File: src/rtl/unidade_controle_mc.sv
// Multicycle control unit for the 8-bit MIPS-subset datapath.
// State is registered; datapath controls are a Moore decode of the state (PCEn also uses flagZ).
//
// state  | meaning
// FETCH  | read instruction at PC, PC <= PC+1
// DECODE | compute branch target, dispatch on opcode/funct
// MEMADR | ULA computes regA + imm for lw/sw
// MEMRD  | read data memory at ULAOut
// MEMWB  | write MDR into rt
// MEMWR  | write regB into data memory at ULAOut
// EXEC   | R-type operation on regA/regB
// ALUWB  | write ULAOut into rd
// BRANCH | beq compare, PC <= target when zero
// ADDIEX | regA + imm
// ADDIWB | write ULAOut into rt
// JUMP   | PC <= jump target
// HALT   | stopped on illegal opcode until reset
module unidade_controle_mc #(
    parameter int STATE_W  = 4,
    parameter bit ILL_HALT = 1'b0
) (
    input  logic               clk,
    input  logic               rst_n,
    input  logic [5:0]         opcode,
    input  logic [5:0]         funct,
    input  logic               flagZ,
    output logic               IorD,
    output logic               MemWrite,
    output logic               IRWrite,
    output logic               RegDst,
    output logic               MemtoReg,
    output logic               RegWrite,
    output logic               ALUSrcA,
    output logic [1:0]         ALUSrcB,
    output logic [1:0]         PCSrc,
    output logic               PCEn,
    output logic [2:0]         ULAControl,
    output logic               illegal,
    output logic [STATE_W-1:0] state_o
);

    typedef enum logic [3:0] {
        S_FETCH  = 4'd0,  S_DECODE = 4'd1,  S_MEMADR = 4'd2,  S_MEMRD  = 4'd3,
        S_MEMWB  = 4'd4,  S_MEMWR  = 4'd5,  S_EXEC   = 4'd6,  S_ALUWB  = 4'd7,
        S_BRANCH = 4'd8,  S_ADDIEX = 4'd9,  S_ADDIWB = 4'd10, S_JUMP   = 4'd11,
        S_HALT   = 4'd12
    } state_t;

    localparam logic [5:0] OP_R    = 6'b000000;
    localparam logic [5:0] OP_LW   = 6'b100011;
    localparam logic [5:0] OP_SW   = 6'b101011;
    localparam logic [5:0] OP_BEQ  = 6'b000100;
    localparam logic [5:0] OP_ADDI = 6'b001000;
    localparam logic [5:0] OP_J    = 6'b000010;

    state_t     r_state;
    logic       w_funct_ok;
    logic [2:0] w_funct_ula;
    logic       w_is_r;
    logic       w_is_mem;
    logic       w_pcwrite;
    logic       w_branch;

    always_comb begin
        w_funct_ok  = 1'b1;
        w_funct_ula = 3'b010;
        case (funct)
            6'b100000: w_funct_ula = 3'b010;
            6'b100010: w_funct_ula = 3'b110;
            6'b100100: w_funct_ula = 3'b000;
            6'b100101: w_funct_ula = 3'b001;
            6'b100111: w_funct_ula = 3'b011;
            6'b101010: w_funct_ula = 3'b111;
            default:   w_funct_ok  = 1'b0;
        endcase
    end

    assign w_is_r   = (opcode == OP_R) && w_funct_ok;
    assign w_is_mem = (opcode == OP_LW) || (opcode == OP_SW);

    always_ff @(posedge clk or negedge rst_n) begin
        if (!rst_n) begin
            r_state <= S_FETCH;
        end else begin
            case (r_state)
                S_FETCH:  r_state <= S_DECODE;
                S_DECODE: begin
                    if (w_is_mem)                r_state <= S_MEMADR;
                    else if (w_is_r)             r_state <= S_EXEC;
                    else if (opcode == OP_BEQ)   r_state <= S_BRANCH;
                    else if (opcode == OP_ADDI)  r_state <= S_ADDIEX;
                    else if (opcode == OP_J)     r_state <= S_JUMP;
                    else if (ILL_HALT)           r_state <= S_HALT;
                    else                         r_state <= S_FETCH;
                end
                S_MEMADR: r_state <= (opcode == OP_LW) ? S_MEMRD : S_MEMWR;
                S_MEMRD:  r_state <= S_MEMWB;
                S_EXEC:   r_state <= S_ALUWB;
                S_ADDIEX: r_state <= S_ADDIWB;
                S_HALT:   r_state <= S_HALT;
                default:  r_state <= S_FETCH;
            endcase
        end
    end

    always_comb begin
        IorD       = 1'b0;
        MemWrite   = 1'b0;
        IRWrite    = 1'b0;
        RegDst     = 1'b0;
        MemtoReg   = 1'b0;
        RegWrite   = 1'b0;
        ALUSrcA    = 1'b0;
        ALUSrcB    = 2'b00;
        PCSrc      = 2'b00;
        ULAControl = 3'b000;
        illegal    = 1'b0;
        w_pcwrite  = 1'b0;
        w_branch   = 1'b0;
        case (r_state)
            S_FETCH: begin
                IRWrite    = 1'b1;
                ALUSrcB    = 2'b01;
                ULAControl = 3'b010;
                w_pcwrite  = 1'b1;
            end
            S_DECODE: begin
                ALUSrcB    = 2'b11;
                ULAControl = 3'b010;
                illegal    = !(w_is_mem || w_is_r || opcode == OP_BEQ
                               || opcode == OP_ADDI || opcode == OP_J);
            end
            S_MEMADR, S_ADDIEX: begin
                ALUSrcA    = 1'b1;
                ALUSrcB    = 2'b10;
                ULAControl = 3'b010;
            end
            S_MEMRD:  IorD = 1'b1;
            S_MEMWB: begin
                MemtoReg = 1'b1;
                RegWrite = 1'b1;
            end
            S_MEMWR: begin
                IorD     = 1'b1;
                MemWrite = 1'b1;
            end
            S_EXEC: begin
                ALUSrcA    = 1'b1;
                ULAControl = w_funct_ula;
            end
            S_ALUWB: begin
                RegDst   = 1'b1;
                RegWrite = 1'b1;
            end
            S_BRANCH: begin
                ALUSrcA    = 1'b1;
                ULAControl = 3'b110;
                PCSrc      = 2'b01;
                w_branch   = 1'b1;
            end
            S_ADDIWB: RegWrite = 1'b1;
            S_JUMP: begin
                PCSrc     = 2'b10;
                w_pcwrite = 1'b1;
            end
            default: ;
        endcase
        // Reset must suppress every write strobe even though the state already reads FETCH.
        if (!rst_n) begin
            MemWrite   = 1'b0;
            IRWrite    = 1'b0;
            RegWrite   = 1'b0;
            illegal    = 1'b0;
            w_pcwrite  = 1'b0;
            w_branch   = 1'b0;
            ULAControl = 3'b010;
        end
    end

    assign PCEn    = w_pcwrite | (w_branch & flagZ);
    assign state_o = STATE_W'(r_state);

endmodule

File: config.mk
export PLATFORM = sky130hd
export DESIGN_NAME = unidade_controle_mc
export DESIGN_NICKNAME = d
export VERILOG_FILES = /design/src/rtl/unidade_controle_mc.sv
export SDC_FILE = /design/constraint.sdc
export NUM_CORES = 1
export LEC_CHECK = 0
export BUFFER_PORTS_ARGS = -buffer_cell sky130_fd_sc_hd__buf_2
export CAP_MARGIN = 20
export CORE_UTILIZATION = 35
export DETAILED_ROUTE_END_ITERATION = 6
export GPL_ROUTABILITY_DRIVEN = 0
export PLACE_DENSITY = 0.79
export SLEW_MARGIN = 20
export SYNTH_ARGS = -nofsm -noshare
export SYNTH_HDL_FRONTEND = slang
export SYNTH_SLANG_ARGS = --single-unit
export TNS_END_PERCENT = 50
File: constraint.sdc
create_clock -name clk -period 1.63 [get_ports clk]
set_input_delay 0.326 -clock clk [delete_from_list [all_inputs] [get_ports clk]]
set_output_delay 0.326 -clock clk [all_outputs]
set_load 0.01 [all_outputs]
==> results.toml <==
[clock_tree]
cts_inserted_buffers = 3
clk-insertion-delay-late_ns = 0.25
cts_tree = "built"
path_clk_slew_ns = 0.04
cts_root_buf = "clkbuf_4"
cts_sinks = 4
cts_buffer_depth = 2
cts.htree.levels = 1

[timing]
fin_ws_ns = -0.292
setup_tns_ns = -0.852
skew_ns = 0.0150
finalWorstPathRequiredPeriod_ns = 1.92
fmax_ghz = 0.520
worst_pin_slew_ns = 0.415
drv_slew = 0
relSlewSlack = 0.723
finalHoldViolCount = 0
rsz0062_at_grt = "true"
setup_violations = 8
fin_crit_sh = 1.18

[placement]
dpl.hpwl_mm = 1.59
io_buffers = 34
preCtsSetupSlack_ns = -0.278
placed_cells = 149

[finish]
largest_register_ff_count = 4
post-route-util = 0.760
drive_above_1_share = 0.653
nNetsFinal = 161
n_antenna_cell = 0
area.growth.synth_to_final_pct = 103
instances_no_fill = 160

[grt]
antenna_found_initial = 0
grt_overflow = 0
grt_max_degree = 10
grt_first_pass_wirelength_mm = 3.90
grt_pass1_vias = 878
track_usage = 0.287

[yosys]
syn_area_per_cell_um2 = 6.80
synth_edf_count = 0
synth_area_um2 = 564
syn_inst = 83
synth.most_common_cell = "nor2_1"
synth.area.top_cells = "dfrtp_1 (18%), nor2_1 (6.7%), nand2b_1 (5.5%)"
synth_ff_type = "dfrtp_1"
synth_seq_cells = 4
yosys.area.top_type = "dfrtp_1"
synth_fp_nets = 98
ys_warn_count = 0
synth_common_cells = "nor2_1 (10), nand2_1 (6)"
synthArstFlopShare = 1.00
yosysUniqueCellTypes = 34
synth.top_cell.area_share = 0.177
ys_seq_area_frac = 0.177

[floorplanning]
coreArea_mm2 = 0.00151
die_y_um = 42.2
die_area_mm2 = 0.00178
fp.dieW_um = 42.2
row_count = 14
start_util = 0.375
top_level_ports = 35

[detailed_routing]
antenna_left = 0
post_drt_via_cell_ratio = 5.94
drtPass1Iterations = 4
wl_per_cell_um = 15.4
totalWireLength_mm = 2.46
vias = 951
drc = 0
drt-initial-drc-count = 27

[run]
drv_cap = 0

[outcome]
violations = "negative setup slack"
outcome = "finished, violations left"

[setup_path]
cp-startpoint = "opcode[0]"
worstSetupStartpointType = "input port"
cp.required_ns = 1.30
r2r_start = "state_o[2]$_DFF_PN0_"
path_class = "in -> out"
end_kind = "output port"
cp.arrival_ns = 1.60
cp_max_fo = 2

[hold_path]
min-delay-path-class = "in -> reg"
hold_start = "opcode[0]"

[power]
vdd_ir_drop_max_mv = 0.671
leakage_uw = 0.000550
p_per_area_mw_per_mm2 = 910
p_total_uw = 1040
## placed cells by master, fill, tap and decap left out, types with 2 or more instances in the layout
cell type,Yosys,layout
nand2b_4,0,4
o21ai_1,5,2
nand2_1,6,5
xor2_1,2,2
a211oi_1,2,2
nor2_2,0,4
o21ai_0,3,2
buf_4,0,21
buf_6,0,7
clkbuf_4,0,3
nor3b_1,2,2
buf_2,1,33
and3_1,2,2
o21ai_2,0,4
o31ai_1,2,2
nor2_1,10,5
o211ai_1,2,2
a21oi_1,4,3
dfrtp_2,0,4
nor3_4,0,2
nor2b_1,2,2
inv_1,5,4
nor3_1,5,2
## through the flow
step / hold slack [ns] / area [um^2]
2_1_floorplan: 0.0304 / 569
6_report: 0.404 / 1140
3_5_place_dp: 0.246 / 897
5_1_grt: 0.415 / 1140
4_1_cts: 0.394 / 1070
3_3_place_gp: 0.235 / 897
## critical path, cell delays in order
cell,delay [ns]
buf_6,0.09
or4_4,0.55
nor4_4,0.25
o21ai_2,0.09
nor4bb_1,0.15
buf_2,0.14
## path summary, 6_finish.rpt
path / end / slack, ns / depth (start not counted)
setup / recovery: illegal / -0.29 / 6
hold / removal: state_o[0]$_DFF_PN0_ / 0.40 / 3
setup reg to reg: state_o[2]$_DFF_PN0_ / 0.15 / 4
min in group asynchronous: state_o[1]$_DFF_PN0_ / 0.59 / 3
hold reg to reg: state_o[0]$_DFF_PN0_ / 0.76 / 2
max in group asynchronous: state_o[0]$_DFF_PN0_ / 0.81 / 3
## layer usage
metal  wire length [um]  share of wire  GRT usage
met1                873           0.36      0.301
met2               1300           0.53      0.525
met3                186          0.076     0.0948
met4                102          0.041      0.113
met5                  0              0          0
## cell families after synthesis
logic type      share of synthesized area
simple gates                        0.395
compound gates                      0.293
buf+inv                            0.0687
flops                               0.177
xor+xnor                           0.0466
mux                                0.0200
## power breakdown
part | leakage (uW) | switching (uW) | internal [uW] | total, uW
clock | 0.0000138 | 52.8 | 83.2 | 136
sequential | 0.0000473 | 47.9 | 125 | 173
combinational | 0.000489 | 373 | 360 | 732
## layout make-up
cell class	instances	area (um^2)
Timing Repair Buffer	63	432
Sequential cell	4	105
Clock buffer	3	22.5
Tap cell	16	20.0
Fill cell	111	362
Multi-Input combinational cell	69	547
Inverter	5	18.8
## repair_timing
action                     in CTS  in global routing
resized for setup              21                 17
setup endpoints to repair      13                 16
pin swaps                       4                  1
buffers inserted                6                  1
hold buffers                    1                  0
hold endpoints to repair        4                  0
(Power assumes the default switching activity.)
